File: src/rtl/ordena_8_num_seq.sv
// ordena_8_num_seq: registered eight-way unsigned sorter.
// Eight 8-bit operands are sorted by a Batcher odd-even merge network
// (19 compare-exchange cells, 6 layers). The network always sorts ascending;
// descending order is obtained by reversing the result before the output
// register. Build option: define ORDENA_PIPE_EN to insert a pipeline register
// after layer 3 (latency 2 instead of 1, throughput unchanged).
module ordena_8_num_seq (
    input  logic       clk,
    input  logic       rst,
    input  logic       ena,
    input  logic       cresc_ou_decres,
    input  logic [7:0] n1_n,
    input  logic [7:0] n2_n,
    input  logic [7:0] n3_n,
    input  logic [7:0] n4_n,
    input  logic [7:0] n5_n,
    input  logic [7:0] n6_n,
    input  logic [7:0] n7_n,
    input  logic [7:0] n8_n,
    output logic [7:0] n1,
    output logic [7:0] n2,
    output logic [7:0] n3,
    output logic [7:0] n4,
    output logic [7:0] n5,
    output logic [7:0] n6,
    output logic [7:0] n7,
    output logic [7:0] n8,
    output logic       valid
);

    // Element i of a packed vector lives at bits [8*i +: 8]; element 0 maps to n1.
    logic [63:0] w_in;
    logic [63:0] w_sorted;
    logic        w_dir;
    logic        w_load;
    logic [63:0] r_out;
    logic        r_valid;

    assign w_in = {n8_n, n7_n, n6_n, n5_n, n4_n, n3_n, n2_n, n1_n};

    // Compare-exchange cell: returns {max, min}.
    function automatic logic [15:0] f_cx(input logic [7:0] a, input logic [7:0] b);
        return (a > b) ? {a, b} : {b, a};
    endfunction

    // Layers 1..3: sort pairs, then merge pairs into sorted groups of four.
    function automatic logic [63:0] f_layers_1_3(input logic [63:0] i_vec);
        logic [7:0]  v [8];
        logic [63:0] o_vec;
        for (int i = 0; i < 8; i++) v[i] = i_vec[8*i +: 8];
        {v[1], v[0]} = f_cx(v[0], v[1]);
        {v[3], v[2]} = f_cx(v[2], v[3]);
        {v[5], v[4]} = f_cx(v[4], v[5]);
        {v[7], v[6]} = f_cx(v[6], v[7]);
        {v[2], v[0]} = f_cx(v[0], v[2]);
        {v[3], v[1]} = f_cx(v[1], v[3]);
        {v[6], v[4]} = f_cx(v[4], v[6]);
        {v[7], v[5]} = f_cx(v[5], v[7]);
        {v[2], v[1]} = f_cx(v[1], v[2]);
        {v[6], v[5]} = f_cx(v[5], v[6]);
        o_vec = '0;
        for (int i = 0; i < 8; i++) o_vec[8*i +: 8] = v[i];
        return o_vec;
    endfunction

    // Layers 4..6: merge the two sorted groups of four into eight.
    function automatic logic [63:0] f_layers_4_6(input logic [63:0] i_vec);
        logic [7:0]  v [8];
        logic [63:0] o_vec;
        for (int i = 0; i < 8; i++) v[i] = i_vec[8*i +: 8];
        {v[4], v[0]} = f_cx(v[0], v[4]);
        {v[5], v[1]} = f_cx(v[1], v[5]);
        {v[6], v[2]} = f_cx(v[2], v[6]);
        {v[7], v[3]} = f_cx(v[3], v[7]);
        {v[4], v[2]} = f_cx(v[2], v[4]);
        {v[5], v[3]} = f_cx(v[3], v[5]);
        {v[2], v[1]} = f_cx(v[1], v[2]);
        {v[4], v[3]} = f_cx(v[3], v[4]);
        {v[6], v[5]} = f_cx(v[5], v[6]);
        o_vec = '0;
        for (int i = 0; i < 8; i++) o_vec[8*i +: 8] = v[i];
        return o_vec;
    endfunction

    // Swap element order end-for-end (ascending -> descending).
    function automatic logic [63:0] f_reverse(input logic [63:0] i_vec);
        logic [63:0] o_vec;
        o_vec = '0;
        for (int i = 0; i < 8; i++) o_vec[8*i +: 8] = i_vec[8*(7-i) +: 8];
        return o_vec;
    endfunction

`ifdef ORDENA_PIPE_EN
    logic [63:0] r_mid;
    logic        r_mid_dir;
    logic        r_mid_vld;

    // Mid-network stage: holds layer-3 results with their direction; stalls with ena.
    always_ff @(posedge clk) begin
        if (rst) begin
            r_mid     <= '0;
            r_mid_dir <= 1'b0;
            r_mid_vld <= 1'b0;
        end else if (ena) begin
            r_mid     <= f_layers_1_3(w_in);
            r_mid_dir <= cresc_ou_decres;
            r_mid_vld <= 1'b1;
        end
    end

    assign w_sorted = f_layers_4_6(r_mid);
    assign w_dir    = r_mid_dir;
    // Output only advances once a real sample has reached the middle stage.
    assign w_load   = ena & r_mid_vld;
`else
    assign w_sorted = f_layers_4_6(f_layers_1_3(w_in));
    assign w_dir    = cresc_ou_decres;
    assign w_load   = ena;
`endif

    // Output register: loads the (optionally reversed) sort; valid sticks until reset.
    always_ff @(posedge clk) begin
        if (rst) begin
            r_out   <= '0;
            r_valid <= 1'b0;
        end else if (w_load) begin
            r_out   <= w_dir ? f_reverse(w_sorted) : w_sorted;
            r_valid <= 1'b1;
        end
    end

    assign n1    = r_out[7:0];
    assign n2    = r_out[15:8];
    assign n3    = r_out[23:16];
    assign n4    = r_out[31:24];
    assign n5    = r_out[39:32];
    assign n6    = r_out[47:40];
    assign n7    = r_out[55:48];
    assign n8    = r_out[63:56];
    assign valid = r_valid;

endmodule

File: config.mk
export PLATFORM = sky130hd
export DESIGN_NAME = ordena_8_num_seq
export DESIGN_NICKNAME = d
export VERILOG_FILES = /design/src/rtl/ordena_8_num_seq.sv
export SDC_FILE = /design/constraint.sdc
export NUM_CORES = 1
export LEC_CHECK = 0
export ABC_AREA = 1
export ABC_CLOCK_PERIOD_IN_PS = 21900
export CAP_MARGIN = 30
export CORE_MARGIN = 3
export CORE_UTILIZATION = 35
export DETAILED_ROUTE_END_ITERATION = 10
export GPL_TIMING_DRIVEN = 0
export PLACE_DENSITY = 0.62
export SYNTH_ARGS = -nofsm -noshare
export SYNTH_HDL_FRONTEND = slang
export SYNTH_SLANG_ARGS = --single-unit
File: constraint.sdc
create_clock -name clk -period 21.9 [get_ports clk]
set_input_delay 4.38 -clock clk [delete_from_list [all_inputs] [get_ports clk]]
set_output_delay 4.38 -clock clk [all_outputs]
set_load 0.05 [all_outputs]
==> flow_summary_export.csv <==
group,metric,value,unit
status,status,"complete, no violations",
die,die_x,177,um
critical_path,critical_path.startpoint,"n8_n[1]",
yosys,synthFlopType,"dfxtp_1",
timing,timing.final.crit_share,0.704,
timing,worst_pin_slew,0.787,ns
die,row_count,61,
critical_path,r2r-start,"r_out[14]",
die,ios,133,
yosys,ys_seq_area_frac,0.128,
yosys,synth_top_area_frac,0.195,
timing,slew_headroom,0.471,
timing,finalHoldViolations,0,
timing,finalClockSkew,0,ns
routing,drtIter0Drc,1038,
grt,overflow,0,
critical_path,cpMaxStageDelayCell,"o21ai_0",
clock_network,cts_root_buffer,"clkbuf_16",
layout,area_growth,20.3,%
yosys,avgSynthCellArea,5.89,um^2
die,initial_core_util,0.361,
layout,drive_gt1_frac,0.0661,
layout,fin_nets,2079,
min_path,hp-class,"register to register",
yosys,synth_warnings,0,
critical_path,crit_type,"input pin to register",
yosys,synth_fp_nets,1938,
critical_path,start_kind,"input pin",
critical_path,path_max_fanout,10,
grt,grt_pass1_vias,10805,
min_path,hold_start,"r_out[49]",
yosys,synth.most_common_cell,"nand2_1",
critical_path,cp.required,22.17,ns
timing,fin_crit,15.43,ns
die,die_h,177,um
timing,fin_tns_setup,0,ns
yosys,syn-cell-area,10200,um^2
grt,grt_pass1_wl,55700,um
timing,setup_violations,0,
placement,hpwl,30400,um
die,die-area,31200,um^2
yosys,async_reset_ff_frac,0,
routing,first_pass_iters,6,
clock_network,post_cts_buffers,0,
clock_network,cts_resized,0,
clock_network,cts_sinks,65,
critical_path,arrival,15.69,ns
routing,avgViaCountPerCell,5.30,
routing,post-route-drc-count,0,
critical_path,critPathBufInv,13,
routing,vias,11956,
yosys,synthCells,1731,
routing,postRouteAntennaNets,0,
clock_network,cts_buffers,9,
layout,diodes,0,
critical_path,path_delay_family,"compound AO/OA/AOI/OAI gates",
yosys,synthDistinctLibCells,38,
timing,max_freq,64.8,MHz
grt,grt_usage,0.221,
routing,routed_wl,35400,um
critical_path,end_kind,"register",
yosys,synth_area_leaders,"nand2_1, ha_1, dfxtp_1, o21ai_0, a21oi_1",
timing,rsz0062_at_grt,"false",
job,cap_violations,0,
grt,grt_max_degree,12,
yosys,ys_ff_latch,65,
placement,io_buffers,130,
timing,report.final.slew_viol_count,0,
layout,utilization,0.434,
yosys,synth_edf_count,0,
routing,routedWlPerCell,15.7,um
clock_network,clk_path_buf_depth,2,
clock_network,insertion_delay,0.34,ns
die,coreArea,28200,um^2
clock_network,htree_num_levels,3,
placement,place_congestion,0.960,
critical_path,max_stage_delay,0.55,ns
yosys,synth_top_area_cell,"nand2_1",
clock_network,holdBufCountCts,0,
critical_path,r2r_slack,21.24,ns
clock_network,clk_pin_slew,0.06,ns
critical_path,crit_top_cell,"nand2_1",
clock_network,cts_tree,"done",
yosys,synth_common_cells,"nand2_1, o21ai_0, inv_1, ha_1, a21oi_1",
grt,antenna_found_initial,0,
-- registers in the layout, indices dropped and copies added, names as in the netlist --
register	cells
r_out	64
valid	1
-- per-stage QoR --
step | setup WS, ns | cell area (um^2) | std cells | hold slack, ns
3_5_place_dp | 6.30 | 12000 | 2239 | 0.456
5_1_grt | 5.39 | 12300 | 2254 | 0.480
2_1_floorplan | 8.75 | 10200 | 1731 | 0.687
6_report | 6.47 | 12300 | 2254 | 0.462
4_1_cts | 6.66 | 12300 | 2254 | 0.464
3_3_place_gp | 6.55 | 12000 | 2239 | 0.453
-- worst paths after layout --
check / to / cells past startpoint
hold / removal: r_out[49] / 2
setup / recovery: r_out[35] / 62
setup reg to reg: r_out[14] / 2
hold reg to reg: r_out[49] / 2
-- worst register-to-register path, stage by stage (launching register included) --
cell	delay (ns)
dfxtp_1	0.34
nand2_1	0.06
a21oi_1	0.18
-- logic make-up (layout without fill, tap and decap cells) --
| group | count (synthesis) | after routing | share of synthesized area |
|---|---|---|---|
| compound gates | 451 | 451 | 0.242 |
| flops | 65 | 65 | 0.128 |
| fa+ha+maj | 139 | 139 | 0.171 |
| simple gates | 832 | 832 | 0.364 |
| buf+inv | 244 | 389 | 0.0959 |
-- routing by layer --
metal / up-vias / part of all wire / global-route usage
met1: 5397 / 0.45 / 0.297
met3: 60 / 0.060 / 0.0277
met2: 412 / 0.46 / 0.374
met4: 0 / 0.025 / 0.0602
li1: 6087 / - / -
met5: - / 0 / 0
-- area by class of cell --
type,count,area [um^2]
buffer,82,369
clock buffer,11,243
clock inverter,4,53.8
fill,3058,16000
inverter,162,608
multi-input combinational,1422,7920
sequential,65,1300
tap,378,473
timing repair buffer,130,1300
-- cell usage in the layout, fill, tap and decap left out, types with 26 or more instances in the layout --
cell type,n
nand2_1,530
o21ai_0,211
inv_1,152
ha_1,139
a21oi_1,137
clkdlybuf4s50_1,130
nand3_1,118
nor2_1,77
dfxtp_1,65
clkbuf_1,63
nand2_2,36
o21ai_1,31
o211ai_1,26
Power is not shown: default switching activity piles up to over one toggle a cycle in this logic, so the estimate is an artifact.
==> variant: new RTL, same flow settings <==
The option `ORDENA_PIPE_EN` is turned on by a define.
--- a/src/rtl/ordena_8_num_seq.sv
+++ b/src/rtl/ordena_8_num_seq.sv
@@ -6,2 +6,4 @@
 // after layer 3 (latency 2 instead of 1, throughput unchanged).
+`define ORDENA_PIPE_EN
+
 module ordena_8_num_seq (
Check against the original RTL: not equivalent (a bounded check fails within 4 cycles, from zero or initial values and one cycle with rst high).
==> variant against the original RTL <==
Cell count up 15%; via count up 18%; routed wire length up 25%; sequential cell count up 66; worst setup slack better by 5.0 ns; worst hold slack about the same; design area up 20%; highest routed layer unchanged; area after synthesis up 20%.
Power is left out: the tool's default activity adds up to more than one toggle a clock period on the data nets, which glitch-free logic cannot reach.
==> variant: results (changes against the original RTL) <==
.. list-table::
   :header-rows: 1

   * - Metric
     - Value
   * - Register-to-Register Setup Slack
     - 15.84 ns (-5.40 ns)
   * - Number of fill cells in the layout
     - 3,704 (+21%)
   * - Syn_nets
     - 2,190 (+13%)
   * - FF/Latch Area
     - 2623 um2 (+100%)
   * - Library cells used by synthesis
     - 36 (-5.3%)
   * - WP data arrival
     - 10.76 ns (-4.93 ns)
   * - Non-filler cells in the finished layout
     - 2,584 (+15%)
   * - Status
     - finished clean
   * - Number of inserted diodes
     - 0 (unchanged)
   * - Largest net degree at the start of global routing
     - 17 (+5)
   * - Total routing resource utilization after global routing
     - 0.2330 (+0.01188)
   * - Vias in the first global route
     - 13,100 (+21%)
   * - Iteration-0 DRC count of the detailed router
     - 1,157 (+11%)
   * - Detailed Route WL
     - 44,100 um (+25%)
   * - End of the worst hold path
     - r_out[26]
   * - Port Buffers
     - 131 (+0.77%)
   * - Source of the critical timing path
     - n2_n[3]
   * - Top cells by area, synth
     - sky130_fd_sc_hd__dfxtp_1 (21%), sky130_fd_sc_hd__nand2_1 (17%), sky130_fd_sc_hd__ha_1 (15%), sky130_fd_sc_hd__nand3_1 (12%), sky130_fd_sc_hd__a21oi_1 (8.3%)
   * - Clock H-tree levels
     - 4 (+1)
   * - First-pass GRT wire length
     - 68,680 um (+23%)
   * - Top_reg_cell synth
     - sky130_fd_sc_hd__dfxtp_1
   * - Final worst clock skew
     - 0.01197 ns (+0.01197 ns)
   * - Hold/Removal Path Class
     - reg -> reg
   * - Capturing instance or port of the critical path
     - r_mid[13]
   * - Fraction of layout instances using a drive strength above 1
     - 0.04120 (-0.02490)
   * - Biggest cell delay along the critical path
     - 0.75 ns (+0.20 ns)
   * - Number of instances resized during post-cts repair
     - 0 (unchanged)
   * - Final estimated routing congestion in global placement
     - 0.9770 (+1.8%)
   * - Total number of vias
     - 14,050 (+18%)
   * - Part of the Yosys area used for sequential elements
     - 0.2139 (+0.08625)
   * - Synthesized netlist cell count
     - 1,972 (+14%)
   * - Depth of the worst register-to-register path
     - 32 (+30)
   * - Half-perimeter wire length after detailed placement
     - 36,190 um (+19%)
   * - Reg-to-reg startpoint
     - r_mid[39]
   * - Reg2reg end
     - r_out[23]
   * - Commonest cells in the netlist
     - sky130_fd_sc_hd__nand2_1 (544), sky130_fd_sc_hd__nand3_1 (287), sky130_fd_sc_hd__a21oi_1 (204), sky130_fd_sc_hd__inv_1 (196), sky130_fd_sc_hd__ha_1 (150)
   * - Max transition margin
     - 0.3147 (-0.1559)
   * - Critical hold path startpoint
     - r_out[26]
   * - Post-place instance area
     - 14,150 um2 (+18%)
   * - Fin nets
     - 2,341 (+13%)
   * - Critical Path Slowest Stage Cell
     - sky130_fd_sc_hd__o31ai_1
   * - CTS Buf Count
     - 17 (+8)
   * - Insertion delay of the later-clocked pin in the worst-skew pair
     - 0.44 ns (+0.10 ns)
   * - Number of hold-repair buffers added at the cts stage
     - 0 (unchanged)
## variant: final cells by class
cell class	count	share of cell area
inverter	199	0.05064
timing repair buffer	132	0.08992
multi-input combinational	1536	0.5741
clock inverter	14	0.01103
sequential	131	0.1778
tap	448	0.03800
buffer	106	0.02876
clock buffer	18	0.02978
## variant: cell families after synthesis
group	count (synthesis)	share of synthesized area
adders and majority gates	150	0.1531
AOI/OAI and AO/OA	434	0.2009
DFF	131	0.2139
and+or+nand+nor	952	0.3366
buffers and inverters	305	0.09552
## variant: stage by stage
step	hold WS [ns]	setup WS [ns]
2_1_floorplan	0.4402	12.91
3_3_place_gp	0.4523	11.29
3_5_place_dp	0.4547	11.20
4_1_cts	0.4648	11.64
5_1_grt	0.4832	10.87
6_report	0.4623	11.46
## variant: layer usage
metal / global-route usage / vias to the layer above / share of wire
li1: - / 6955 / -
met1: 0.3001 / 6450 / 0.43
met2: 0.4023 / 546 / 0.47
met3: 0.02260 / 98 / 0.061
met4: 0.08985 / 0 / 0.035
met5: 0 / - / 0
